<file path="src/rtl/trng_entropy_collector_pkg.sv">
// Shared TRNG definitions: collector FSM encoding and datapath block width.
// Latency: n/a (types and constants only).
// Backpressure: n/a.
package trng_entropy_collector_pkg;

  // Must match the hashing datapath data_in width.
  localparam int TRNG_BLOCK_W    = 512;
  // Default repetition-count cutoff for the raw noise health test.
  localparam int TRNG_RCT_CUTOFF = 32;

  typedef enum logic [1:0] {
    ST_IDLE    = 2'd0,
    ST_COLLECT = 2'd1,
    ST_FULL    = 2'd2,
    ST_FAIL    = 2'd3
  } trng_state_e;

endpackage

</file>
<file path="src/rtl/trng_entropy_collector_if.sv">
// Block handoff bundle between the entropy collector and the TRNG controller.
// Latency: n/a (wires only).
// Backpressure: block_data/block_valid hold until block_ready is seen with valid.
// Ports: block_data (block payload), block_valid (block offered), block_ready (consumer accepts).
interface trng_entropy_collector_if
  import trng_entropy_collector_pkg::*;
#(
  parameter int BLOCK_W = TRNG_BLOCK_W
) ();

  logic [BLOCK_W-1:0] block_data;
  logic               block_valid;
  logic               block_ready;

  modport master (output block_data, output block_valid, input block_ready);
  modport slave  (input block_data, input block_valid, output block_ready);

endinterface

</file>
<file path="src/rtl/trng_entropy_collector_rct_monitor.sv">
// Repetition-count health test on strobed raw noise samples.
// Latency: fail_pulse is combinational in the strobe cycle that reaches CUTOFF; count is registered.
// Backpressure: none; evaluates only when strobe=1, clear has priority over strobe.
// Ports: clk, Reset (sync, active-high), strobe, raw_bit, clear, fail_pulse, count.
module trng_rct_monitor
  import trng_entropy_collector_pkg::*;
#(
  parameter int CUTOFF = TRNG_RCT_CUTOFF
) (
  input  logic                        clk,
  input  logic                        Reset,
  input  logic                        strobe,
  input  logic                        raw_bit,
  input  logic                        clear,
  output logic                        fail_pulse,
  output logic [$clog2(CUTOFF+1)-1:0] count
);

  localparam int            CW  = $clog2(CUTOFF + 1);
  localparam logic [CW-1:0] CUT = CW'(CUTOFF);

  logic          prev_q, prev_d;
  logic [CW-1:0] cnt_q, cnt_d;

  always_comb begin
    prev_d     = prev_q;
    cnt_d      = cnt_q;
    fail_pulse = 1'b0;
    if (clear) begin
      cnt_d = '0;
    end else if (strobe) begin
      prev_d = raw_bit;
      // A zero count means no valid previous sample, so the run restarts at 1.
      if ((cnt_q != '0) && (raw_bit == prev_q)) begin
        if (cnt_q != CUT) cnt_d = cnt_q + 1'b1;
      end else begin
        cnt_d = CW'(1);
      end
      fail_pulse = (cnt_d == CUT);
    end
  end

  always_ff @(posedge clk) begin
    if (Reset) begin
      prev_q <= 1'b0;
      cnt_q  <= '0;
    end else begin
      prev_q <= prev_d;
      cnt_q  <= cnt_d;
    end
  end

  assign count = cnt_q;

endmodule

</file>
<file path="src/rtl/trng_entropy_collector.sv">
// TRNG entropy collector: decimates raw noise, von Neumann debiases it and packs BLOCK_W bits per block.
// Latency: block_valid rises on the same edge that shifts in the last bit; bit_count updates with each emitted bit.
// Backpressure: in FULL sampling freezes and block_data holds until block_valid & block_ready.
// Ports: clk, Reset (sync, active-high), enable, raw_bit, clear_fail, health_fail (sticky),
//        bit_count (bits in current block), blk (master side: block_data/block_valid/block_ready).
module trng_entropy_collector
  import trng_entropy_collector_pkg::*;
#(
  parameter int BLOCK_W    = TRNG_BLOCK_W,
  parameter int SAMPLE_DIV = 4,
  parameter int RCT_CUTOFF = TRNG_RCT_CUTOFF
) (
  input  logic                       clk,
  input  logic                       Reset,
  input  logic                       enable,
  input  logic                       raw_bit,
  input  logic                       clear_fail,
  output logic                       health_fail,
  output logic [$clog2(BLOCK_W):0]   bit_count,
  trng_entropy_collector_if.master   blk
);

  localparam int               CNT_W    = $clog2(BLOCK_W) + 1;
  localparam int               DIV_W    = (SAMPLE_DIV > 1) ? $clog2(SAMPLE_DIV) : 1;
  localparam logic [DIV_W-1:0] DIV_MAX  = DIV_W'(SAMPLE_DIV - 1);
  localparam logic [CNT_W-1:0] CNT_LAST = CNT_W'(BLOCK_W - 1);
  localparam int               RCT_CW   = $clog2(RCT_CUTOFF + 1);

  trng_state_e        state_q, state_d;
  logic [DIV_W-1:0]   div_q, div_d;
  logic               pair_q, pair_d;
  logic               first_q, first_d;
  logic [BLOCK_W-1:0] data_q, data_d;
  logic [CNT_W-1:0]   cnt_q, cnt_d;
  logic               fail_q, fail_d;

  logic               strobe;
  logic               rct_fail;
  logic [RCT_CW-1:0]  rct_count;

  // The divider only runs in COLLECT, so strobes are implicitly frozen in FULL/FAIL/IDLE.
  assign strobe = (state_q == ST_COLLECT) && (div_q == DIV_MAX);

  trng_rct_monitor #(
    .CUTOFF (RCT_CUTOFF)
  ) u_rct (
    .clk        (clk),
    .Reset      (Reset),
    .strobe     (strobe),
    .raw_bit    (raw_bit),
    .clear      (clear_fail),
    .fail_pulse (rct_fail),
    .count      (rct_count)
  );

  always_comb begin
    state_d = state_q;
    div_d   = div_q;
    pair_d  = pair_q;
    first_d = first_q;
    data_d  = data_q;
    cnt_d   = cnt_q;
    fail_d  = fail_q;

    case (state_q)
      ST_IDLE: begin
        if (enable) begin
          state_d = ST_COLLECT;
          div_d   = '0;
        end
      end

      ST_COLLECT: begin
        // A health failure beats a simultaneous enable drop; both discard the partial block.
        if (rct_fail) begin
          state_d = ST_FAIL;
          fail_d  = 1'b1;
          cnt_d   = '0;
          pair_d  = 1'b0;
          div_d   = '0;
        end else if (!enable) begin
          state_d = ST_IDLE;
          cnt_d   = '0;
          pair_d  = 1'b0;
          div_d   = '0;
        end else begin
          div_d = (div_q == DIV_MAX) ? '0 : div_q + 1'b1;
          if (strobe) begin
            if (!pair_q) begin
              first_d = raw_bit;
              pair_d  = 1'b1;
            end else begin
              pair_d = 1'b0;
              // 10 -> 1, 01 -> 0: the emitted bit equals the first sample of the pair.
              if (first_q != raw_bit) begin
                data_d = {data_q[BLOCK_W-2:0], first_q};
                cnt_d  = cnt_q + 1'b1;
                if (cnt_q == CNT_LAST) state_d = ST_FULL;
              end
            end
          end
        end
      end

      ST_FULL: begin
        if (blk.block_ready) begin
          cnt_d   = '0;
          pair_d  = 1'b0;
          div_d   = '0;
          state_d = enable ? ST_COLLECT : ST_IDLE;
        end
      end

      ST_FAIL: begin
        if (clear_fail) begin
          fail_d  = 1'b0;
          state_d = ST_IDLE;
        end
      end

      default: state_d = ST_IDLE;
    endcase
  end

  always_ff @(posedge clk) begin
    if (Reset) begin
      state_q <= ST_IDLE;
      div_q   <= '0;
      pair_q  <= 1'b0;
      first_q <= 1'b0;
      data_q  <= '0;
      cnt_q   <= '0;
      fail_q  <= 1'b0;
    end else begin
      state_q <= state_d;
      div_q   <= div_d;
      pair_q  <= pair_d;
      first_q <= first_d;
      data_q  <= data_d;
      cnt_q   <= cnt_d;
      fail_q  <= fail_d;
    end
  end

  assign blk.block_data  = data_q;
  assign blk.block_valid = (state_q == ST_FULL);
  assign bit_count       = cnt_q;
  assign health_fail     = fail_q;

  rct_count_le_cutoff: assert property (@(posedge clk) disable iff (Reset)
    rct_count <= RCT_CW'(RCT_CUTOFF));

endmodule

</file>
<file path="src/flat_wrapper.sv">
// flat-port wrapper written by rule: the top's interface ports become plain ports
module trng_entropy_collector_flat import trng_entropy_collector_pkg::*;
#(
  parameter int BLOCK_W    = TRNG_BLOCK_W,
  parameter int SAMPLE_DIV = 4,
  parameter int RCT_CUTOFF = TRNG_RCT_CUTOFF
)
  (clk, Reset, enable, raw_bit, clear_fail, health_fail, bit_count, blk_block_data, blk_block_valid, blk_block_ready);
  trng_entropy_collector_if #(.BLOCK_W(BLOCK_W)) blk_i ();
  input  logic clk;
  input  logic Reset;
  input  logic enable;
  input  logic raw_bit;
  input  logic clear_fail;
  output logic health_fail;
  output logic [$clog2(BLOCK_W):0] bit_count;
  output wire logic [$bits(blk_i.block_data)-1:0] blk_block_data;
  output wire logic [$bits(blk_i.block_valid)-1:0] blk_block_valid;
  input wire logic [$bits(blk_i.block_ready)-1:0] blk_block_ready;
  assign blk_block_data = blk_i.block_data;
  assign blk_block_valid = blk_i.block_valid;
  assign blk_i.block_ready = blk_block_ready;
  trng_entropy_collector #(.BLOCK_W(BLOCK_W), .SAMPLE_DIV(SAMPLE_DIV), .RCT_CUTOFF(RCT_CUTOFF)) u_core (.clk(clk), .Reset(Reset), .enable(enable), .raw_bit(raw_bit), .clear_fail(clear_fail), .health_fail(health_fail), .bit_count(bit_count), .blk(blk_i));
endmodule
</file>
<file path="config.mk">
export PLATFORM = sky130hd
export DESIGN_NAME = trng_entropy_collector_flat
export DESIGN_NICKNAME = d
export VERILOG_FILES = /design/src/rtl/trng_entropy_collector_pkg.sv /design/src/rtl/trng_entropy_collector_if.sv /design/src/rtl/trng_entropy_collector_rct_monitor.sv /design/src/rtl/trng_entropy_collector.sv /design/src/flat_wrapper.sv
export SDC_FILE = /design/constraint.sdc
export NUM_CORES = 1
export LEC_CHECK = 0
export ABC_AREA = 1
export CAP_MARGIN = 20
export CORE_AREA = 5 5 204 206
export DETAILED_ROUTE_END_ITERATION = 8
export DIE_AREA = 0 0 209 211
export GPL_ROUTABILITY_DRIVEN = 1
export PLACE_DENSITY = 0.81
export REMOVE_ABC_BUFFERS = 1
export SLEW_MARGIN = 15
export SYNTH_ARGS = -nofsm -noshare
export SYNTH_HDL_FRONTEND = slang
export SYNTH_SLANG_ARGS = --single-unit
</file>
<file path="constraint.sdc">
create_clock -name clk -period 4.4 [get_ports clk]
set_clock_uncertainty 0.2 [all_clocks]
set_input_delay 0.66 -clock clk [delete_from_list [all_inputs] [get_ports clk]]
set_output_delay 0.66 -clock clk [all_outputs]
set_load 0.02 [all_outputs]
</file>
==> reports/results.tsv <==
metric	value	unit
RR Endpoint	u_core.blk.block_data[210]	
Crit path max-delay family	simple AND/OR/NAND/NOR gates	
yosys warns	0	
Sw Ratio	23.9	%
R2R Path Start	u_core.state_q[1]	
vias in the first global route	16500	
vias per cell	5.16	
ant diodes	0	
Vias	17800	
Post-synth top flop	dfxtp_1	
worst path cell trace	inv_1 -> ha_1 -> nand2_1 -> nor2_2 -> nand2_1 -> nor2_2 -> nand2_4 -> nand2_8 -> buf_12 -> o21ai_0 -> nor2_1	
Yosys reg bits	536	
Max VDD drop	0.312	mV
setup TNS	0	ns
Final Wtd Congestion	0.892	
worst slew pin tran	0.888	ns
Buf/Inv on CP	2	
CP max-delay cell	buf_12	
wire length per cell	16.4	um
Flop pwr share	49.9	%
Antenna Nets Post-Route	0	
H-Tree Depth	2	
post-CTS setup buffers	0	
worst setup path endpoint	u_core.blk.block_data[210]	
I/O Pins	530	
max cap viols	0	
hold_buf cts	0	
top-area cell type share of the netlist area	56.2	%
RSZ-0062 raised after global routing	false	
CTS tree	done	
largest area contributor in the netlist	dfxtp_1	
Worst Setup SP	u_core.state_q[1]	
setup violators final	0	
worst min path class	flop to flop	
fin crit period	3.21	ns
Slew Limit Fails	0	
Die Width	209	um
r2r worst-path depth	11	
largest cells by area after synthesis	dfxtp_1, nor2_1, o21ai_0	
status	complete, no violations	
CP Max Fanout	193	
num rows	73	
clock root buffer	clkbuf_16	
gr usage total	23.9	%
Post-CTS Resized	0	
critical path startpoint category	flop	
PnR Total Power	10.0	mW
DRC viols	0	
Combinational Power Share	7.4	%
pin count of the biggest net entering global routing	194	
crit path DAT	3.52	ns
clock power share	42.7	%
first-pass GRT wire length	88000	um
worst endpoint required time	4.71	ns
initial antenna violation count	0	
Final Util	66.2	%
DR pass1 iterations	6	
Clock transition at path regs	0.06	ns
R2R Setup Slk	1.19	ns
CTS max path bufs	3	
mean post-synth cell area	7.76	sq um
net switching power	2.39	mW
Final HPWL DP	38400	um
most common cell in the synthesized netlist	nor2_1	
Synth async-reset ratio	0	%
CP Class	flop to flop	
worst skew pair latency	0.59	ns
internal power	7.61	mW
TritonCTS Buffers	52	
Post-Syn Area	0.0191	sq mm
Initial Utilization	48.4	%
fin nets	2905	
layout cells sized above 1	3.58	%
grt ovf	0	
P_leak	9.39	nW
Seq/Total Area, Yosys	56.2	%
CP Depth	11	
die area	0.0441	sq mm
CTS sink count	536	
Routed WL	56600	um
list of most frequent post-synthesis cells	nor2_1, dfxtp_1, o21ai_0	
DR iter-0 viols	1547	
core area	0.0395	sq mm
FMAX	0.311	GHz
Die Ht	211	um
pwr/cell area	383	mW/mm^2
post-synthesis cell count	2458	
Final Cycle Share	73.0	%
I/O Buffers	529	
Worst setup EP type	flop	
Hold Fails Final Rpt	0	
number of library cell types mapped by synthesis	29	
slowest stage delay, CP	0.44	ns
Slew headroom	40.8	%
area grow syn2layout	37.0	%
EDFF count, synth	0	
## per-stage QoR
step	hold WS, ns	instance area, sq um	setup slack, ns	instances
finish	0.263	26100	1.19	3455
global route	0.292	26100	0.936	3455
CTS	0.269	26100	1.24	3455
detailed placement	0.259	24500	0.780	3360
global placement	0.256	24500	0.869	3360
floorplan	0.250	18200	-2.65	2286
## worst min-delay path by stage
stage	start	endpoint	cells after the start
floorplan	u_core.div_q[0]	u_core.div_q[0]	2
detailed placement	u_core.health_fail	u_core.health_fail	2
global route	u_core.health_fail	u_core.health_fail	2
global placement	u_core.health_fail	u_core.health_fail	2
finish	u_core.health_fail	u_core.health_fail	2
CTS	u_core.health_fail	u_core.health_fail	2
## sequential cells by signal, indices dropped and copies added, names as in the netlist, 2 cells and up
signal,count
u_core.u_rct.count,6
u_core.bit_count,10
u_core.state_q,2
u_core.blk.block_data,512
u_core.div_q,2
## cells by family (layout without fill, tap and decap cells)
group / Yosys count / in the layout / share of synthesized area (%)
and+or+nand+nor: 1161 / 1161 / 23.4
AOI/OAI and AO/OA: 537 / 537 / 14.1
DFF: 536 / 536 / 56.2
buffers and inverters: 203 / 675 / 5.06
xor gates and xnor gates: 11 / 11 / 0.505
adders and majority gates: 10 / 10 / 0.656
## cell type report
type	instances	area (sq um)
fillers	3189	13300
flip-flops and latches	536	10700
multi-input cells	1719	7380
repair buffers	549	5610
clock buffers	84	1520
well taps	525	657
inverters	31	140
clock inverters	11	95.1
## worst min-delay path, cell delays in order, from the launching register on
cell	delay [ns]
dfxtp_1	0.31
nand2_1	0.06
a21oi_1	0.05
## layout by cell type (no fill, tap or decap), types with 11 or more instances in the layout
master,count
clkbuf_1,23
nand2_1,46
dfxtp_1,536
inv_1,28
clkbuf_16,53
o21ai_1,96
nand3_1,21
clkdlybuf4s50_1,529
nor2_1,1072
buf_12,13
a21oi_1,11
o21ai_0,427
## power by group through the flow
stage / registers (mW) / clock network (mW) / logic (mW)
3_5_place_dp: 5.09 / 0 / 0.727
4_1_cts: 4.98 / 4.34 / 0.736
6_report: 4.98 / 4.27 / 0.744
2_1_floorplan: 5.12 / 0 / 0.519
5_1_grt: 4.99 / 4.55 / 0.844
3_3_place_gp: 5.08 / 0 / 0.699
## routing by layer
layer / vias up / GRT usage (%) / routed length (um)
met4: 0 / 8.80 / 1900
met1: 8314 / 28.8 / 22600
met2: 651 / 41.4 / 27700
li1: 8739 / - / -
met5: - / 0 / 0
met3: 118 / 6.49 / 4360
(Power assumes the default switching activity.)
